## src/rtl/conv1d_param_engine.sv

```systemverilog
// conv1d_param_engine: parametrised 1-D convolution engine with stride, optional ReLU and valid/ready streams
// Ports: clk_i clock; rst_ni async active-low reset;
//        x_data_i/x_valid_i/x_ready_o input-sample stream; f_data_i/f_valid_i/f_ready_o filter-tap stream;
//        y_data_o/y_valid_o/y_ready_i result stream; busy_o high while computing or presenting a result.
module conv1d_param_engine #(
  parameter int T = 10,
  parameter int M = 112,
  parameter int N = 49,
  parameter int S = 1,
  parameter int RELU = 0,
  localparam int OW = 2*T+$clog2(N)+1
) (
  input  logic                 clk_i,
  input  logic                 rst_ni,
  input  logic signed [T-1:0]  x_data_i,
  input  logic                 x_valid_i,
  output logic                 x_ready_o,
  input  logic signed [T-1:0]  f_data_i,
  input  logic                 f_valid_i,
  output logic                 f_ready_o,
  output logic signed [OW-1:0] y_data_o,
  output logic                 y_valid_o,
  input  logic                 y_ready_i,
  output logic                 busy_o
);
  localparam int P  = (M-N)/S+1;
  localparam int AW = $clog2(M);
  localparam int FA = $clog2(N);
  localparam int CW = $clog2(M+N+S+4);
  localparam logic [CW-1:0] M_C = CW'(M);
  localparam logic [CW-1:0] N_C = CW'(N);
  localparam logic [CW-1:0] S_C = CW'(S);
  localparam logic [CW-1:0] LAST_C = CW'(P-1);
  localparam logic [CW-1:0] ACC_LO = CW'(2);
  localparam logic [CW-1:0] ACC_HI = CW'(N+1);
  localparam logic [CW-1:0] DONE_C = CW'(N+2);
  typedef enum logic [1:0] {LOAD, COMPUTE, OUT} state_t;
  state_t state_q, state_d;
  logic [CW-1:0] xcnt_q, xcnt_d, fcnt_q, fcnt_d, jc_q, jc_d, b_q, b_d, p_q, p_d;
  logic signed [OW-1:0] acc_q, acc_d, y_q, y_d;
  logic yv_q, yv_d, xrdy_q, xrdy_d, frdy_q, frdy_d;
  logic signed [T-1:0] x_mem [M];
  logic signed [T-1:0] f_mem [N];
  logic signed [T-1:0] xm_q, fm_q;
  logic signed [2*T-1:0] prod_q;
  logic x_fire, f_fire;
  logic [AW-1:0] xa;
  assign x_fire    = x_valid_i & xrdy_q;
  assign f_fire    = f_valid_i & frdy_q;
  assign xa        = AW'(b_q + jc_q);
  assign x_ready_o = xrdy_q;
  assign f_ready_o = frdy_q;
  assign y_data_o  = y_q;
  assign y_valid_o = yv_q;
  assign busy_o    = state_q != LOAD;
  // Memories and the read/multiply pipeline carry no reset; jc_q gates what reaches the accumulator.
  always_ff @(posedge clk_i) begin
    if (x_fire) x_mem[xcnt_q[AW-1:0]] <= x_data_i;
    if (f_fire) f_mem[fcnt_q[FA-1:0]] <= f_data_i;
    if (state_q == COMPUTE && jc_q < N_C) begin
      xm_q <= x_mem[xa];
      fm_q <= f_mem[jc_q[FA-1:0]];
    end
    prod_q <= (2*T)'(xm_q) * (2*T)'(fm_q);
  end
  always_ff @(posedge clk_i or negedge rst_ni) begin
    if (!rst_ni) begin
      state_q <= LOAD;
      xcnt_q  <= '0;
      fcnt_q  <= '0;
      jc_q    <= '0;
      b_q     <= '0;
      p_q     <= '0;
      acc_q   <= '0;
      y_q     <= '0;
      yv_q    <= 1'b0;
      xrdy_q  <= 1'b0;
      frdy_q  <= 1'b0;
    end else begin
      state_q <= state_d;
      xcnt_q  <= xcnt_d;
      fcnt_q  <= fcnt_d;
      jc_q    <= jc_d;
      b_q     <= b_d;
      p_q     <= p_d;
      acc_q   <= acc_d;
      y_q     <= y_d;
      yv_q    <= yv_d;
      xrdy_q  <= xrdy_d;
      frdy_q  <= frdy_d;
    end
  end
  // jc_q counts cycles inside a window: read j issues at jc=j, its product is summed at jc=j+2.
  always_comb begin
    state_d = state_q;
    xcnt_d  = xcnt_q;
    fcnt_d  = fcnt_q;
    jc_d    = jc_q;
    b_d     = b_q;
    p_d     = p_q;
    acc_d   = acc_q;
    y_d     = y_q;
    yv_d    = yv_q;
    case (state_q)
      LOAD: begin
        xcnt_d = xcnt_q + CW'(x_fire);
        fcnt_d = fcnt_q + CW'(f_fire);
        if (xcnt_d == M_C && fcnt_d == N_C) begin
          state_d = COMPUTE;
          jc_d    = '0;
          b_d     = '0;
          p_d     = '0;
        end
      end
      COMPUTE: begin
        jc_d  = jc_q + CW'(1);
        acc_d = (jc_q == '0) ? '0 : (jc_q >= ACC_LO && jc_q <= ACC_HI) ? acc_q + OW'(prod_q) : acc_q;
        if (jc_q == DONE_C) begin
          y_d     = (RELU != 0 && acc_q[OW-1]) ? '0 : acc_q;
          yv_d    = 1'b1;
          state_d = OUT;
        end
      end
      OUT: begin
        if (yv_q && y_ready_i) begin
          yv_d = 1'b0;
          if (p_q == LAST_C) begin
            state_d = LOAD;
            xcnt_d  = '0;
            fcnt_d  = '0;
            p_d     = '0;
            b_d     = '0;
          end else begin
            state_d = COMPUTE;
            jc_d    = '0;
            p_d     = p_q + CW'(1);
            b_d     = b_q + S_C;
          end
        end
      end
      default: state_d = LOAD;
    endcase
    xrdy_d = state_d == LOAD && xcnt_d < M_C;
    frdy_d = state_d == LOAD && fcnt_d < N_C;
  end
endmodule

```

## config.mk

```make
export PLATFORM = sky130hd
export DESIGN_NAME = conv1d_param_engine
export DESIGN_NICKNAME = d
export VERILOG_FILES = /design/src/rtl/conv1d_param_engine.sv
export SDC_FILE = /design/constraint.sdc
export NUM_CORES = 2
export LEC_CHECK = 0
export ABC_AREA = 1
export CORE_ASPECT_RATIO = 1.5
export CORE_MARGIN = 1.5
export CORE_UTILIZATION = 40
export CTS_BUF_LIST = sky130_fd_sc_hd__clkbuf_8 sky130_fd_sc_hd__clkbuf_16
export CTS_CLUSTER_DIAMETER = 200
export DETAILED_ROUTE_END_ITERATION = 10
export GPL_TIMING_DRIVEN = 0
export HOLD_SLACK_MARGIN = 0.03
export PLACE_DENSITY = 0.59
export RECOVER_POWER = 100
export SYNTH_ARGS = -nofsm -noshare
export SYNTH_HDL_FRONTEND = slang
export SYNTH_SLANG_ARGS = --single-unit
```

## constraint.sdc

```tcl
create_clock -name clk_i -period 4.3 [get_ports clk_i]
set_clock_uncertainty 0.1 [all_clocks]
set_input_delay 0.86 -clock clk_i [delete_from_list [all_inputs] [get_ports clk_i]]
set_output_delay 0.86 -clock clk_i [all_outputs]
set_load 0.02 [all_outputs]
```

; ---- Word-level counts from Yosys, hierarchy flattened
; Memories as Yosys holds them, arrays and structs flattened. A register that Yosys moved wholly into a read port is not among the register bits.
; Index checks and enable logic that the tools add are counted.
; W data, S select, Z words.
[classes]
add_sub_neg = 7
n_mul = 1
n_lt_le_gt_ge = 5
n_eq_ne = 10
mux = 30
bitwise_logic = 2
n_reduce_logical = 19
[op_table]
columns = cell, n
row1 = $mux W8, 11
row2 = $pmux W8 S2, 4
row3 = $mux W27, 2
row4 = $add A27 B27 Y27, 1
row5 = $add A8 B1 Y8 const B, 3
row6 = $eq A8 B6 Y1 const B, 3
row7 = $pmux W8 S3, 1
row8 = $mul A10 B10 Y20, 1
row9 = $add A8 B1 Y8, 2
row10 = $lt A8 B6 Y1 const B, 2
row11 = $eq A8 B7 Y1 const B, 1
row12 = $ge A8 B2 Y1 const B, 1
row13 = $le A8 B6 Y1 const B, 1
row14 = $logic_not A8 Y1, 1
row15 = $lt A8 B7 Y1 const B, 1
row16 = $reduce_bool A2 Y1, 4
row17 = $add A7 B7 Y7, 1
row18 = $mux W1, 7
row19 = $logic_and A1 B1 Y1, 6
row20 = $mux W2, 3
row21 = $ne A2 B2 Y1 const B, 3
row22 = $pmux W2 S3, 1
row23 = $reduce_and A3 Y1, 2
row24 = $logic_not A2 Y1, 2
row25 = 8 further kinds, 10
[totals]
ff_bits = 119
ramBits = 1610
inputBits = 25
output_inout_bits = 31
elab_cells = 88
mem_count = 2
[memory_table]
columns = memory, depth, width, read_ports, rd_ports_with_merged_regs, wr, line_no
row1 = x_mem, 112, 10, 1, 1, 1, 42  ; logic signed [T-1:0] x_mem [M];
row2 = f_mem, 49, 10, 1, 1, 1, 43  ; logic signed [T-1:0] f_mem [N];

; ---- Longest topological paths before layout
[depth]
word_depth = 8
depth_mapped = 22

; ---- Worst setup path after synthesis
; No wires, ideal clock.
[synth_timing]
kind = reg-to-reg
startpoint = register fm_q[4], read port of f_mem
endpoint = register prod_q[19]
t_arrival_ps = 4408
required_ps = 4088
path_slack_ps = -320
stages_incl_launch_ff = 21
n_path_buf = 1
path_cell_list = edfxtp_1 -> clkbuf_1 -> nand2_1 -> fa_1 -> inv_1 -> fa_1 -> inv_1 -> fa_1 -> fa_1 -> fa_1 -> inv_1 -> ha_1 -> nand2_1 -> nor2_1 -> inv_1 -> nor3_1 -> nand2_1 -> o211ai_1 -> inv_1 -> nand2_1 -> nand2_1
[synth_between]
elab_chain_len = 1
[synth_rtl]
columns = item, line_no
row1 = "start, declared", 44  ; logic signed [T-1:0] xm_q, fm_q;
row2 = $mul A10 B10 Y20, 64  ; prod_q <= (2*T)'(xm_q) * (2*T)'(fm_q);
row3 = "end signal, assigned", 64
row4 = "end, declared", 45  ; logic signed [2*T-1:0] prod_q;
; No other way between the ends.
; A chain may end at the register's enable or synchronous reset.

; ---- Final worst setup path
[layout_timing]
startpoint = register xm_q[9], read port of x_mem
endpoint = register prod_q[19]
[layout_between]
elab_chain_len = 1
[layout_rtl]
columns = item, line_no
row1 = "start, declared", 44
row2 = $mul A10 B10 Y20, 64
; No other way between the ends.

==> metrics <==
synthesized netlist cell count 7325; clk sinks ~1700; layout cell share with drive strength beyond 1 7.826%; die area a little under 200000 sq um; RSZ-0062 raised after global routing yes; Site Rows 198; worst-path fanout max 10; crit path kind reg -> reg; first-pass GRT wire length between 300 and 400 mm; relative slew slack -155.2%; TritonCTS Buffers 170; Yosys top cell area share a little over three fifths; drt wl/cell 24.80 um; Peak supply drop ~0.00034 V; Final Cycle Share 109.6%; xor/xnor cell area share of the yosys netlist 0.5017%; largest family of logic cells by synthesized area simple AND/OR/NAND/NOR gates; vias in the first global route 54290; Via density between 5 and 6; global route overflow 0; Avg Synthesized Cell Area 10.66 sq um; number of H-tree levels 4; clk root buf clkbuf_16; sequential share of the synthesized area about 66%; 1st-pass router iterations 9; Cell Pwr Density 377.5 nW/um^2; initial core utilization about 40%; Async S/R FF share, synth under 10%; CTS tree done; IO Port Bufs 55; placed cell areas ~83000 sq um; largest net degree at the start of global routing 95; Post-synth EDFFs approximately 1600; clock transition at the registers of the reported paths 0.06 ns; crit path time final about 4.7 ns; Main synth FF type edfxtp_1; failing checks max-capacitance violations, max-slew violations, negative setup slack; Finished Cell Area about 88000 sq um; startpoint types flop; insertion delay to the later sink of the worst-skew pair between 0.8 and 0.9 ns; final net count 7822; compound-cell area share of the yosys netlist between 5 and 6%; status finished, violations left; 1st-iter DRT viols about 5400; most frequent cell after synthesis nand2_1; Die Span X 363.7 um; hpwl dp 180.7 mm; Power, Total between 30000 and 40000 uW; vias post-DR between 50000 and 60000; required time worst endpoint a little under 5 ns; Area Growth Syn to Fin 12.48%; leading post-synthesis cells by cell area edfxtp_1 (63%), nand2_1 (8.2%), nor2_1 (5.2%); Post-DRT Antenna Nets 0; Cell variety after synth 46; mapped cell area 78070 sq um; top cell type by total area after synthesis edfxtp_1; Max Cap Viol 35; final worst slack -0.4138 ns; GP Congestion between 0.9 and 1; HP Class reg -> reg; Arr. time, crit path ~5.3 ns; initial antenna violation count 4; # DRC 0; crit end category flop; mux share of post-synthesis cell area less than 1%; Synth Warn # 0; post-synthesis register bit count around 1700; Ports 56; worst slack at placement -0.6637 ns; syn nets about 7500; fillers 17950; Die Ht 544.1 um; Longest Clk Path Bufs 4; setup tns final -15.10 ns; Simple-Gate Fraction of Synth Area 18.14%; Highest Clock Rate ~210 MHz; All-Layer GR Usage around a quarter; core area approximately 190000 sq um; Final Max Slew Viols approximately 1500; Leak around 0.033 uW; worst slew pin tran 3.829 ns; adder-cell share of the synthesized area roughly 3.8%; Post-Route WL 256.2 mm; Final setup viols ~210; Synth top cells by count nand2_1 (1710), edfxtp_1 (1630), nor2_1 (1090), nand3_1 (606), inv_1 (554); final hold vios 0
-- routing by layer --
layer | wire [um] | GRT usage, %
met1 | 93360 | 29.46
met5 | 15 | 0
met3 | 15380 | 2.904
met2 | 126900 | 44.36
met4 | 20560 | 17.96
-- sequential cells by signal, summed over array words and instances (netlist names) --
| signal | count |
|---|---|
| jc_q | 8 |
| f_ready_o | 1 |
| fm_q | 10 |
| y_data_o | 27 |
| xcnt_q | 8 |
| state_q | 2 |
| fcnt_q | 8 |
| p_q | 8 |
| acc_q | 27 |
| f_mem | 490 |
| b_q | 7 |
| y_valid_o | 1 |
| prod_q | 20 |
| xm_q | 10 |
| x_ready_o | 1 |
| x_mem | 1120 |
-- through the flow --
step	hold WS, ns	std cells	util, %
2_1_floorplan	0.3683	7325	-
3_3_place_gp	0.3764	9980	42.33
3_5_place_dp	0.3759	10010	42.64
4_1_cts	0.2625	10320	45.48
5_1_grt	0.4113	10330	45.27
6_report	0.3785	10330	45.27
-- critical path, cell delays in order (launching register included) --
cell      delay (ns)
edfxtp_1        0.36
buf_8           0.16
nand2_4         0.08
fa_2            0.64
fa_2            0.48
buf_4           0.16
fa_1            0.56
fa_1            0.43
fa_1            0.50
inv_1           0.07
ha_4            0.28
inv_1           0.08
o21bai_2        0.19
a31oi_1         0.14
o211ai_1        0.17
inv_1           0.07
nand2_1         0.07
nand2_2         0.07
-- power breakdown --
group / internal [uW] / switching [uW] / leakage, uW
Sequential: 18600 / 0 / 0.0161
Combinational: 10.8 / 335 / 0.0147
Clock: 7730 / 6470 / 0.00262
-- cell type report --
| class | instances | area [sq um] | share of cell area, % |
|---|---|---|---|
| plain buffers | 384 | 1998 | 2.276 |
| clock buffers | 177 | 4362 | 4.967 |
| well taps | 2600 | 3253 | 3.705 |
| diodes | 2 | 5.005 | 0.005700 |
| repair buffers | 121 | 834.6 | 0.9504 |
| inverters | 603 | 2268 | 2.583 |
| multi-input cells | 4586 | 22570 | 25.71 |
| clock inverters | 112 | 715.7 | 0.8150 |
| flip-flops and latches | 1748 | 51800 | 58.99 |
-- final timing paths --
check,cells past startpoint,end,start,slack [ns]
max,17,prod_q[19],xm_q[9],-0.41
min,2,y_data_o[5],y_data_o[5],0.38
max reg2reg,17,prod_q[19],xm_q[9],-0.41
min reg2reg,2,y_data_o[5],y_data_o[5],0.38
max in group asynchronous,3,jc_q[0],rst_ni,0.65
min in group asynchronous,2,y_data_o[18],rst_ni,1.08
-- logic make-up (layout without fill, tap and decap cells) --
family / Yosys count / in the layout
AOI/OAI and AO/OA: 839 / 839
muxes: 15 / 15
other: 0 / 2
adders and majority gates: 183 / 183
and+or+nand+nor: 3506 / 3506
buffers and inverters: 991 / 1397
DFF: 1748 / 1748
xor gates and xnor gates: 43 / 43
-- repair_timing --
action	CTS	global route
buffers inserted	24	10
hold buffers	1	0
pin swaps	38	21
endpoints found under the hold margin	36	0
resized for setup	68	69
setup endpoints to repair	23	21
-- cell usage in the layout (no fill, tap or decap), types with 38 or more instances in the layout --
cell type / instances
a21oi_1: 80
nand2_1: 1695
inv_1: 582
nor2_1: 1087
clkbuf_16: 171
o21ai_0: 463
o21ai_1: 135
nand3_1: 604
o22ai_1: 69
fa_1: 81
buf_2: 117
nand4_1: 55
ha_1: 76
clkinv_1: 38
o211ai_1: 65
buf_4: 72
inv_2: 44
clkbuf_1: 199
edfxtp_1: 1630
dfrtp_1: 98
Power figures use the tool's default switching activity.
